===== config.mk =====
export PLATFORM = sky130hd
export DESIGN_NAME = instruction_cache
export DESIGN_NICKNAME = d
export VERILOG_FILES = /design/src/rtl/instruction_cache.sv
export SDC_FILE = /design/constraint.sdc
export NUM_CORES = 2
export LEC_CHECK = 0
export BUFFER_PORTS_ARGS = -buffer_cell sky130_fd_sc_hd__buf_4
export CAP_MARGIN = 10
export CORE_UTILIZATION = 50
export CTS_BUF_LIST = sky130_fd_sc_hd__clkbuf_8
export CTS_CLUSTER_DIAMETER = 100
export CTS_CLUSTER_SIZE = 16
export DETAILED_ROUTE_END_ITERATION = 7
export PLACE_DENSITY = 0.68
export REMOVE_ABC_BUFFERS = 1
export SLEW_MARGIN = 20
export SYNTH_ARGS = -nofsm -noshare
export SYNTH_HDL_FRONTEND = slang
export SYNTH_SLANG_ARGS = --single-unit

===== constraint.sdc =====
create_clock -name clk -period 3.9 [get_ports clk]
set_input_delay 0.78 -clock clk [delete_from_list [all_inputs] [get_ports clk]]
set_output_delay 0.78 -clock clk [all_outputs]
set_load 0.02 [all_outputs]

===== src/rtl/instruction_cache.sv =====
// Direct-mapped instruction cache: 16 lines of 4 words, refilled one word at a
// time from a shared main memory that can give priority to the data side.
module instruction_cache #(
    parameter int ADDR_WIDTH       = 17,
    parameter int DATA_LEN         = 32,
    parameter int BYTE_SIZE        = 8,
    parameter int INDEX_SIZE       = 4,
    parameter int WORD_OFFSET_SIZE = 2
) (
    input  logic                  clk,
    input  logic                  rst_n,
    input  logic                  fetch_req,
    input  logic [ADDR_WIDTH-1:0] fetch_addr,
    input  logic                  flush,
    output logic                  inst_valid,
    output logic [DATA_LEN-1:0]   inst,
    output logic [1:0]            mem_vis_signal,
    output logic [ADDR_WIDTH-1:0] mem_vis_addr,
    input  logic [DATA_LEN-1:0]   mem_data,
    input  logic [1:0]            mem_status
);

    localparam int unsigned BYTES = DATA_LEN / BYTE_SIZE;
    localparam int unsigned BOFF  = $clog2(BYTES);
    localparam int unsigned TAG_W = ADDR_WIDTH - INDEX_SIZE - WORD_OFFSET_SIZE - BOFF;
    localparam int unsigned LINES = 1 << INDEX_SIZE;
    localparam int unsigned WORDS = 1 << WORD_OFFSET_SIZE;

    // Memory request and status encodings shared with main memory
    localparam logic [1:0] MEM_NOP           = 2'b00;
    localparam logic [1:0] MEM_READ          = 2'b01;
    localparam logic [1:0] MEM_INST_FINISHED = 2'b01;

    typedef enum logic [1:0] {
        IDLE,
        REFILL,
        RESPOND
    } state_t;

    state_t state;

    logic [TAG_W-1:0]    tags  [LINES];
    logic [DATA_LEN-1:0] lines [LINES][WORDS];
    logic [LINES-1:0]    valid;

    logic [TAG_W-1:0]            req_tag;
    logic [INDEX_SIZE-1:0]       req_index;
    logic [WORD_OFFSET_SIZE-1:0] req_word;
    logic [WORD_OFFSET_SIZE-1:0] counter;
    logic                        issued;

    logic [TAG_W-1:0]            f_tag;
    logic [INDEX_SIZE-1:0]       f_index;
    logic [WORD_OFFSET_SIZE-1:0] f_word;
    logic                        hit;
    logic                        capture;
    logic                        unused_byte_bits;

    assign f_tag            = fetch_addr[ADDR_WIDTH-1 -: TAG_W];
    assign f_index          = fetch_addr[BOFF+WORD_OFFSET_SIZE +: INDEX_SIZE];
    assign f_word           = fetch_addr[BOFF +: WORD_OFFSET_SIZE];
    assign unused_byte_bits = ^fetch_addr[BOFF-1:0];
    assign hit              = valid[f_index] && (tags[f_index] == f_tag);

    // A word is accepted only on the cycle after its read, when memory reports the instruction side finished
    assign capture = (state == REFILL) && issued && !flush && (mem_status == MEM_INST_FINISHED);

    // Memory memory is stored in memory order; the core expects little-endian instructions
    function automatic logic [DATA_LEN-1:0] swap_bytes(input logic [DATA_LEN-1:0] w);
        logic [DATA_LEN-1:0] r;
        r = '0;
        for (int unsigned i = 0; i < BYTES; i++) begin
            r[i*BYTE_SIZE +: BYTE_SIZE] = w[(BYTES-1-i)*BYTE_SIZE +: BYTE_SIZE];
        end
        return r;
    endfunction

    // Read request is decoded from registered state so flush can drop it in the same cycle
    assign mem_vis_signal = ((state == REFILL) && !issued && !flush) ? MEM_READ : MEM_NOP;
    assign mem_vis_addr   = {req_tag, req_index, counter, {BOFF{1'b0}}};

    // Line storage: data words land as they arrive, the tag with the final word
    always_ff @(posedge clk) begin
        if (capture) begin
            lines[req_index][counter] <= mem_data;
            if (counter == '1) begin
                tags[req_index] <= req_tag;
            end
        end
    end

    // Control FSM: hit response, word-by-word refill, and the post-refill response
    always_ff @(posedge clk or negedge rst_n) begin
        if (!rst_n) begin
            state      <= IDLE;
            valid      <= '0;
            inst_valid <= 1'b0;
            inst       <= '0;
            req_tag    <= '0;
            req_index  <= '0;
            req_word   <= '0;
            counter    <= '0;
            issued     <= 1'b0;
        end else begin
            inst_valid <= 1'b0;
            if (flush) begin
                valid  <= '0;
                issued <= 1'b0;
                state  <= IDLE;
            end else begin
                case (state)
                    IDLE: begin
                        if (fetch_req) begin
                            if (hit) begin
                                inst_valid <= 1'b1;
                                inst       <= swap_bytes(lines[f_index][f_word]);
                            end else begin
                                req_tag        <= f_tag;
                                req_index      <= f_index;
                                req_word       <= f_word;
                                counter        <= '0;
                                issued         <= 1'b0;
                                // The line is overwritten word by word, so it must not hit on its old tag
                                valid[f_index] <= 1'b0;
                                state          <= REFILL;
                            end
                        end
                    end
                    REFILL: begin
                        if (!issued) begin
                            issued <= 1'b1;
                        end else begin
                            // Any status other than ours means the data side won; the same word is reissued
                            issued <= 1'b0;
                            if (mem_status == MEM_INST_FINISHED) begin
                                counter <= counter + 1'b1;
                                if (counter == '1) begin
                                    valid[req_index] <= 1'b1;
                                    state            <= RESPOND;
                                end
                            end
                        end
                    end
                    RESPOND: begin
                        inst_valid <= 1'b1;
                        inst       <= swap_bytes(lines[req_index][req_word]);
                        state      <= IDLE;
                    end
                    default: state <= IDLE;
                endcase
            end
        end
    end

endmodule


==> impl_metrics.py <==
metrics = {
    "outcome": {
        "outcome": "complete, no violations",
    },
    "finish": {
        "areaGrowthSynthToFinish_pct": 9.89,
        "drive_above_1_share_pct": 37.7,
        "final_area_um2": 113000,
        "n_fill_cell": 15200,
        "finalNetCount": 5103,
    },
    "setup_path": {
        "cp_max_fo": 48,
        "crit_top_cell": "buf_12",
        "r2r_cells": 9,
        "worst-path-buf-inv": 3,
        "crit_chain": "buf_12, buf_12, buf_4",
        "critPathTopFamily": "buffers and inverters",
        "reg2reg_to": "inst[6]",
        "startpoint_type": "flip-flop",
        "end_kind": "output pin",
        "crit_slowest_cell": "dfrtp_4",
        "cp_data_required_time_ns": 3.12,
        "rr_startpoint": "req_index[1]",
        "crit_arrival_ns": 2.94,
        "slowest_delay_ns": 0.77,
        "critPathKind": "flip-flop to output pin",
        "rrSetupSlack_ns": 0.30,
    },
    "global_route": {
        "grt_overflow": 0,
        "grt_max_degree": 107,
        "track_usage_pct": 27.1,
        "grt_first_pass_wirelength_um": 399000,
        "first_global_vias": 55400,
        "antenna_found_initial": 8,
    },
    "route": {
        "detail-route-antenna-nets": 0,
        "wl_per_cell_um": 35.6,
        "drc": 0,
        "vias": 54000,
        "wirelength_um": 279000,
        "vias_per_cell": 6.89,
        "initialDrtViolationCount": 6878,
        "firstDrtPassIters": 5,
    },
    "timing": {
        "fmax_mhz": 269,
        "post-route-min-period_ns": 3.72,
        "worst_pin_slew_ns": 1.05,
        "setup_viol": 0,
        "tns_ns": 0,
        "slew_viol_final": 0,
        "hold_viol_final": 0,
        "hold_ws_ns": 0.0820,
        "max-slew-margin-rel_pct": 29.9,
        "rsz0062_at_grt": "false",
        "fin_skew_ns": 0.0507,
        "min_period_over_period_pct": 95.4,
    },
    "synthesis": {
        "netlist_area_um2": 103000,
        "ys_seq_area_share_pct": 65.5,
        "post-synth-top-area-fraction_pct": 63.9,
        "synthTopCellsByArea": "edfxtp_1, mux4_2, mux2i_1, dfrtp_1, a22oi_1",
        "yosys-top-cells-count": "edfxtp_1, mux4_2, mux2i_1",
        "synth_cell_types": 57,
        "ys_ff_latch": 2261,
        "ys.flop_type": "edfxtp_1",
        "async_reset_ff_share_pct": 3.05,
        "postSynthAreaPerCell_um2": 21.5,
        "synth_edf_count": 2192,
        "syn_inst": 4793,
        "synth.most_common_cell": "edfxtp_1",
        "yosysTopAreaCell": "edfxtp_1",
        "yosys_warnings": 0,
    },
    "clock_network": {
        "clkTransAtPathRegs_ns": 0.10,
        "clk_latency_ns": 1.00,
        "post-cts-setup-buffers": 0,
        "cts_tree": "done",
        "clock_sinks": 2261,
        "clockBufferDepth": 3,
        "cts-root-buf": "clkbuf_8",
        "htreeDepth": 4,
        "cts_made_buffers": 159,
    },
    "min_path": {
        "hold_depth": 2,
        "min_from": "fetch_addr[8]",
        "hold_path.class": "primary input to flip-flop",
        "hold_end": "req_tag[0]",
    },
    "power_and_ir_drop": {
        "peakVddDrop_uv": 405,
        "powerDensity_nw_per_um2": 416,
        "total_power_w": 0.0471,
        "leakagePower_nw": 35.9,
    },
    "placed_design": {
        "dpl_cell_area_um2": 111000,
        "gp_congestion": 0.807,
        "io_buffers": 101,
        "dp_hpwl_um": 162000,
    },
    "floorplanning": {
        "core_um2": 205000,
        "io_pins": 107,
        "start_util_pct": 50.3,
        "die_area_um2": 208000,
        "fp-row-count": 166,
        "die_x_um": 456,
        "die_y_um": 456,
    },
    "job": {
        "drv_cap": 0,
    },
}
## kinds of logic after synthesis
group | after synthesis | synth area share (%)
buffers and inverters | 445 | 1.86
AO/OA/AOI/OAI | 299 | 2.18
multiplexers | 1526 | 29.2
AND/OR/NAND/NOR | 249 | 1.11
other | 1 | 0.00364
adder cells (fa/ha/maj) | 4 | 0.0486
flip-flops | 2261 | 65.5
XOR/XNOR | 8 | 0.0680
## worst register-to-register path: cells and delay by family, from the launching register on
| kind | cells | cell delay, ns |
|---|---|---|
| AO/OA/AOI/OAI | 3 | 0.49 |
| buffers and inverters | 3 | 0.85 |
| flip-flops | 1 | 0.72 |
| multiplexers | 3 | 1.42 |
## through the flow
stage / setup slack (ns) / utilization, % / cells
6_report: 0.179 / 55.3 / 7842
4_1_cts: 0.127 / 55.3 / 7827
5_1_grt: 0.119 / 55.3 / 7838
2_1_floorplan: -20.20 / - / 4422
3_3_place_gp: -0.166 / 54.0 / 7570
3_5_place_dp: -0.158 / 54.0 / 7570
## power by group
group,switching (W),internal [W]
Combinational,0.00438,0.00424
Sequential,0.000263,0.0267
Clock,0.00755,0.00390
Total,0.0122,0.0349
## layout make-up
class	count	area (um2)	area share (%)
tap	2688	3360	2.97
multi-input combinational	2089	34100	30.1
antenna	15	37.5	0.0331
clock inverter	92	375	0.331
clock buffer	164	2260	1.99
inverter	72	270	0.239
sequential	2261	67600	59.7
timing repair buffer	461	5240	4.63
## routing by layer
| metal | vias to the layer above | global-route usage (%) | wire length (um) |
|---|---|---|---|
| li1 | 21400 | - | - |
| met1 | 29500 | 36.8 | 106000 |
| met2 | 2627 | 45.1 | 140000 |
| met3 | 466 | 4.60 | 23700 |
| met4 | 0 | 8.09 | 9130 |
| met5 | - | 0 | 0 |
## cell usage in the layout (no fill, tap or decap), drive strengths merged, types with 69 or more instances in the layout
cell type / netlist / routed
edfxtp: 2192 / 2192
nor2: 79 / 79
buf: 175 / 459
mux4: 1171 / 1171
nand2: 94 / 94
mux2i: 307 / 307
clkbuf: 198 / 164
inv: 72 / 156
dfrtp: 69 / 69
a22oi: 142 / 142
## worst max path at each step
stage	startpoint	end	slack, ns	cells after the start
6_report	req_index[3]	mem_vis_addr[7]	0.18	3
5_1_grt	req_index[3]	mem_vis_addr[7]	0.12	3
4_1_cts	req_index[3]	mem_vis_addr[7]	0.13	3
3_5_place_dp	fetch_addr[7]	inst[31]	-0.16	13
3_3_place_gp	fetch_addr[7]	inst[17]	-0.17	11
2_1_floorplan	req_index[0]	lines[15][0]	-20.20	2
## state kept, by name, summed over array words and instances (netlist names)
name,flops
lines,2048
tags,144
inst,32
valid,16
req_tag,9
req_index,4
counter,2
req_word,2
state,2
inst_valid,1
issued,1
## what timing repair did
| action | CTS | global route |
|---|---|---|
| gates resized for setup | 0 | 0 |
| hold endpoints to repair | 35 | 0 |
| hold buffers | 2 | 0 |
| setup endpoints to repair | 1 | 0 |
No activity file was read; power rests on OpenSTA's default activity.
